### config.mk
export PLATFORM = sky130hd
export DESIGN_NAME = period_meter
export DESIGN_NICKNAME = d
export VERILOG_FILES = /design/src/rtl/period_meter_pkg.sv /design/src/rtl/sync_edge.sv /design/src/rtl/period_meter.sv
export SDC_FILE = /design/constraint.sdc
export NUM_CORES = 1
export LEC_CHECK = 0
export ABC_AREA = 0
export BUFFER_PORTS_ARGS = -buffer_cell sky130_fd_sc_hd__buf_4
export CAP_MARGIN = 20
export CORE_MARGIN = 1.5
export CORE_UTILIZATION = 44
export DETAILED_ROUTE_END_ITERATION = 12
export SYNTH_ARGS = -nofsm -noshare
export SYNTH_HDL_FRONTEND = slang
export SYNTH_SLANG_ARGS = --single-unit
### constraint.sdc
create_clock -name clk_i -period 2.1 [get_ports clk_i]
set_clock_uncertainty 0.05 [all_clocks]
set_input_delay 0.105 -clock clk_i [delete_from_list [all_inputs] [get_ports clk_i]]
set_output_delay 0.105 -clock clk_i [all_outputs]
set_load 0.01 [all_outputs]
### src/rtl/period_meter_pkg.sv
// Shared types and constants for the period meter.
// Pure declarations, no logic and no latency.
// No handshaking involved.
package period_meter_pkg;

  // Meter state: waiting for an arming edge, or timing a period.
  typedef enum logic {
    S_IDLE,
    S_MEASURE
  } meter_state_t;

  // Fewer than two flops cannot resolve metastability on an async input.
  localparam int unsigned MIN_SYNC_STAGES = 2;

  // Saturation limit of a width-bit counter, (1<<width)-1.
  // A 32-bit shift wraps to zero, so width 32 still yields all ones.
  function automatic logic [31:0] cnt_limit(input int unsigned width);
    return (32'd1 << width) - 32'd1;
  endfunction

endpackage

### src/rtl/sync_edge.sv
// Synchronizes an async level into clk_i and flags its rising/falling edges.
// Edge flags are combinational, valid in the cycle after SYNC_STAGES-1 edges.
// No backpressure: a free-running sampler.
module sync_edge
  import period_meter_pkg::*;
#(
  parameter int SYNC_STAGES = 2
) (
  input  logic clk_i,
  input  logic rst_ni,
  input  logic d_i,
  output logic rise_o,
  output logic fall_o,
  output logic level_o
);

  // Clamp so a careless override cannot drop below a safe chain depth.
  localparam int STAGES = (SYNC_STAGES < int'(MIN_SYNC_STAGES)) ?
                          int'(MIN_SYNC_STAGES) : SYNC_STAGES;

  logic [STAGES-1:0] sync_q;
  logic              prev_q;

  // Shift the raw input through the synchronizer chain.
  always_ff @(posedge clk_i or negedge rst_ni) begin
    if (!rst_ni) begin
      sync_q <= '0;
    end else begin
      sync_q <= {sync_q[STAGES-2:0], d_i};
    end
  end

  // Remember the previous synchronized sample for edge detection.
  always_ff @(posedge clk_i or negedge rst_ni) begin
    if (!rst_ni) begin
      prev_q <= 1'b0;
    end else begin
      prev_q <= sync_q[STAGES-1];
    end
  end

  assign level_o = sync_q[STAGES-1];
  assign rise_o  =  sync_q[STAGES-1] & ~prev_q;
  assign fall_o  = ~sync_q[STAGES-1] &  prev_q;

endmodule

### src/rtl/period_meter.sv
// Measures period and high time of a slow async square wave in clk_i cycles.
// Results register one edge after the synchronized rise (SYNC_STAGES edges after sampling).
// No backpressure: valid_o is a one-cycle strobe, results hold until the next one.
module period_meter
  import period_meter_pkg::*;
#(
  parameter int CNT_W       = 16,
  parameter int SYNC_STAGES = 2
) (
  input  logic             clk_i,
  input  logic             rst_ni,
  input  logic             sig_i,
  output logic [CNT_W-1:0] period_o,
  output logic [CNT_W-1:0] high_o,
  output logic             valid_o,
  output logic             locked_o,
  output logic             timeout_o
);

  localparam logic [CNT_W-1:0] CNT_MAX  = CNT_W'(cnt_limit(CNT_W));
  localparam logic [CNT_W-1:0] CNT_ONE  = CNT_W'(1);
  // Seeing this count with no rise means the next edge saturates the counter.
  localparam logic [CNT_W-1:0] CNT_NEAR = CNT_MAX - CNT_ONE;

  logic rise;
  logic fall;
  logic level_unused;

  logic [CNT_W-1:0] cnt;
  logic [CNT_W-1:0] hcap;

  meter_state_t     state_q, state_d;
  logic [CNT_W-1:0] period_d, high_d;
  logic             valid_d, locked_d, timeout_d;

  sync_edge #(
    .SYNC_STAGES (SYNC_STAGES)
  ) u_sync_edge (
    .clk_i   (clk_i),
    .rst_ni  (rst_ni),
    .d_i     (sig_i),
    .rise_o  (rise),
    .fall_o  (fall),
    .level_o (level_unused)
  );

  // Cycles since the last rise; restarts at 1 so a rise reads the full period.
  always_ff @(posedge clk_i or negedge rst_ni) begin
    if (!rst_ni) begin
      cnt <= '0;
    end else if (rise) begin
      cnt <= CNT_ONE;
    end else if (cnt != CNT_MAX) begin
      cnt <= cnt + CNT_ONE;
    end
  end

  // Snapshot the count at the falling edge: that is the high time.
  always_ff @(posedge clk_i or negedge rst_ni) begin
    if (!rst_ni) begin
      hcap <= '0;
    end else if (fall) begin
      hcap <= cnt;
    end
  end

  // State register.
  always_ff @(posedge clk_i or negedge rst_ni) begin
    if (!rst_ni) begin
      state_q <= S_IDLE;
    end else begin
      state_q <= state_d;
    end
  end

  // Next state and next output values; results hold unless a rise completes a period.
  always_comb begin
    state_d   = state_q;
    period_d  = period_o;
    high_d    = high_o;
    valid_d   = 1'b0;
    locked_d  = locked_o;
    timeout_d = timeout_o;
    case (state_q)
      S_IDLE: begin
        // First rise only arms; there is no reference edge yet.
        if (rise) begin
          state_d = S_MEASURE;
        end
      end
      S_MEASURE: begin
        if (rise) begin
          period_d  = cnt;
          // Rise and fall are exclusive after synchronization; guard anyway.
          high_d    = fall ? cnt : hcap;
          valid_d   = 1'b1;
          locked_d  = 1'b1;
          timeout_d = 1'b0;
        end else if (cnt >= CNT_NEAR) begin
          // Counter saturates on this edge: signal lost (stuck high or low).
          state_d   = S_IDLE;
          locked_d  = 1'b0;
          timeout_d = 1'b1;
        end
      end
      default: begin
        state_d = S_IDLE;
      end
    endcase
  end

  // Output registers.
  always_ff @(posedge clk_i or negedge rst_ni) begin
    if (!rst_ni) begin
      period_o  <= '0;
      high_o    <= '0;
      valid_o   <= 1'b0;
      locked_o  <= 1'b0;
      timeout_o <= 1'b0;
    end else begin
      period_o  <= period_d;
      high_o    <= high_d;
      valid_o   <= valid_d;
      locked_o  <= locked_d;
      timeout_o <= timeout_d;
    end
  end

endmodule

==> impl_metrics.tcl <==
set metrics [dict create \
    clkPwrFrac 0.355 \
    r2r_start "cnt[0]$_DFFE_PN0P_" \
    drive_above_1_share 0.4109 \
    crit_fanout 7 \
    insertion_delay_ns 0.34 \
    maxCapViolCount 0 \
    switching_share 0.2496 \
    syn2layout_area_growth_pct 20.12 \
    rsz0062_at_grt "no" \
    synth_top_area_frac 0.5976 \
    p_seq_frac 0.495 \
    r2r-end "cnt[14]$_DFFE_PN0P_" \
    grt_util_all_layers 0.1719 \
    yosysMostFrequentCell "dfrtp_1" \
    cts_resized 0 \
    drt_wl_total_mm 5.353 \
    grt_max_degree 72 \
    synth_area_um2 2973 \
    grt_pass1_wl_mm 9.425 \
    cts.sink_count 71 \
    whs_endpoint "u_sync_edge.sync_q[1]$_DFF_PN0_" \
    antenna_found_initial 0 \
    hold_path_depth 0 \
    final_nets 275 \
    fmax_mhz 557.9 \
    ys_async_sr_fraction 1.000 \
    dpl.hpwl_mm 3.609 \
    cts_made_buffers 9 \
    cts_setup_buffers 0 \
    diodes 0 \
    gp_congestion 0.8478 \
    core_region_area_um2 6422 \
    path_clk_slew_ns 0.07 \
    cp.required_ns 2.29 \
    finalCriticalPeriod_ns 1.792 \
    wl_per_cell_um 15.21 \
    power_density_nw_per_um2 900.6 \
    ctsRootBufferMaster "clkbuf_8" \
    htreeDepth 3 \
    worstRegToRegCells 5 \
    worstPathArrival_ns 1.98 \
    max_slew_margin 0.4228 \
    row_count 29 \
    total_leakage_power_nw 1.783 \
    peakVddDrop_mv 0.6049 \
    dr.pass1.iters 8 \
    n_fill_cell 567 \
    syn-num-nets 230 \
    vias 1870 \
    hold_path_startpoint "u_sync_edge.sync_q[0]$_DFF_PN0_" \
    remaining_drc_errors 1 \
    setup_tns_ns 0 \
    internal_power_mw 2.413 \
    cts_tree "yes" \
    netlist-cell-type-count 40 \
    violations "design-rule violations" \
    cp-start-kind "flip-flop" \
    avgViaCountPerCell 5.313 \
    grt_overflow 0 \
    worst-setup-path-type "flip-flop to flip-flop" \
    die_w_um 85.20 \
    slew_violations 0 \
    synth_area_per_cell_um2 13.21 \
    ys.flop_type "dfrtp_1" \
    synth_common_cells "dfrtp_1 (71), mux2_2 (45), nand2_1 (13)" \
    post_dp_cell_area_um2 3346 \
    die-area_um2 7258 \
    rrSetupSlack_ns 0.31 \
    synth_top_area_cell "dfrtp_1" \
    hp-class "flip-flop to flip-flop" \
    die_h_um 85.20 \
    final-hold-violation-count 0 \
    comb_power_share 0.150 \
    io_pins 38 \
    setup_violations 0 \
    yosys_warnings 0 \
    ys_seq_elements 71 \
    worstMarginPinSlew_ns 0.8659 \
    syn-instance-count 225 \
    synthTopCellsByArea "dfrtp_1 (60%), mux2_2 (17%), buf_2 (1.7%), nand2_1 (1.6%), o21ai_0 (1.5%)" \
    drtIter0Drc 101 \
    ys_seq_area_frac 0.5976 \
    endpoint_kind "flip-flop" \
    finalCritPeriodShare 0.8535 \
    status "finished with violations" \
    p_switching_mw 0.8027 \
    grt_pass1_vias 1937 \
    synth_edf_count 0 \
    start_util 0.4629 \
    drtAntennaViolNets 0 \
    design_area_um2 3571 \
    port_buffers 37 \
    clock_path_buffers 2 \
]
cells by family (layout without fill, tap and decap cells):
logic type | count (synthesis) | count (layout) | share of synthesized area
AOI/OAI and AO/OA | 38 | 38 | 0.08502
adders and majority gates | 2 | 2 | 0.008416
buffers and inverters | 21 | 71 | 0.03199
DFF | 71 | 71 | 0.5976
muxes | 47 | 47 | 0.1772
and+or+nand+nor | 46 | 46 | 0.09975
area by class of cell:
cell class | instances | area, um^2 | share of cell area
sequential | 71 | 1777 | 0.4975
multi-input combinational | 133 | 1101 | 0.3083
timing repair buffer | 48 | 365.4 | 0.1023
clock buffer | 12 | 135.1 | 0.03784
tap | 77 | 96.34 | 0.02698
clock inverter | 4 | 70.07 | 0.01962
inverter | 7 | 26.28 | 0.007358
worst max path at each step:
stage | start | slack (ns) | to | cells past startpoint
after CTS | cnt[0]$_DFFE_PN0P_ | 0.30 | cnt[14]$_DFFE_PN0P_ | 5
final | cnt[0]$_DFFE_PN0P_ | 0.31 | cnt[14]$_DFFE_PN0P_ | 5
after detailed placement | cnt[0]$_DFFE_PN0P_ | 0.32 | cnt[14]$_DFFE_PN0P_ | 5
after global placement | cnt[0]$_DFFE_PN0P_ | 0.37 | cnt[9]$_DFFE_PN0P_ | 5
after floorplan | cnt[1]$_DFFE_PN0P_ | 0.37 | cnt[9]$_DFFE_PN0P_ | 5
after global routing | cnt[0]$_DFFE_PN0P_ | 0.15 | cnt[14]$_DFFE_PN0P_ | 5
critical path: stages (launching register included):
cell and delay (ns):
dfrtp_1 0.40, ha_1 0.30, nand3_1 0.15, nor3_1 0.41, a21oi_1 0.13, a311oi_1 0.26
what timing repair did:
action	4_1_cts	5_1_grt
setup endpoints to repair	0	0
hold endpoints to repair	72	0
hold buffers	2	0
flip-flops by register name (all words and copies together) (netlist names):
signal and cells:
u_sync_edge.sync_q 2, locked_o 1, state_q 1, u_sync_edge.prev_q 1, hcap 16, high_o 16
period_o 16, valid_o 1, timeout_o 1, cnt 16
per-stage QoR:
step	instances	power, mW	utilization	setup WS [ns]	hold slack (ns)
floorplan	225	1.885	-	0.3730	-0.2406
global placement	334	2.092	0.5209	0.3746	0.1644
detailed placement	334	2.105	0.5209	0.3193	0.1656
CTS	352	3.268	0.5560	0.3043	0.3092
global route	352	3.394	0.5560	0.1479	0.3345
finish	352	3.216	0.5560	0.3077	0.3049
metal layers:
metal / GRT usage / wire, um / vias up
met2: 0.2641 / 2516 / 33
met1: 0.2276 / 2545 / 921
met3: 0.03794 / 166 / 12
met5: 0 / 0 / -
met4: 0.09389 / 124 / 0
li1: - / - / 904
cell usage in the layout (no fill, tap or decap), drive strengths merged, types with 3 or more instances in the layout:
master,n
dfrtp,71
mux2,45
and3,3
a211oi,3
a21o,3
nand4,5
a31oi,5
a21oi,9
buf,46
inv,7
nor2b,3
o21ai,9
clkbuf,12
and4,3
nor3,5
nand2,13
nand3,5
nand2b,3
power by group through the flow:
stage / registers, mW / logic [mW] / clock network (mW)
finish: 1.59 / 0.481 / 1.14
global route: 1.61 / 0.535 / 1.25
CTS: 1.59 / 0.492 / 1.18
detailed placement: 1.62 / 0.485 / 0
global placement: 1.62 / 0.477 / 0
floorplan: 1.62 / 0.265 / 0
No activity file was read; power rests on OpenSTA's default activity.
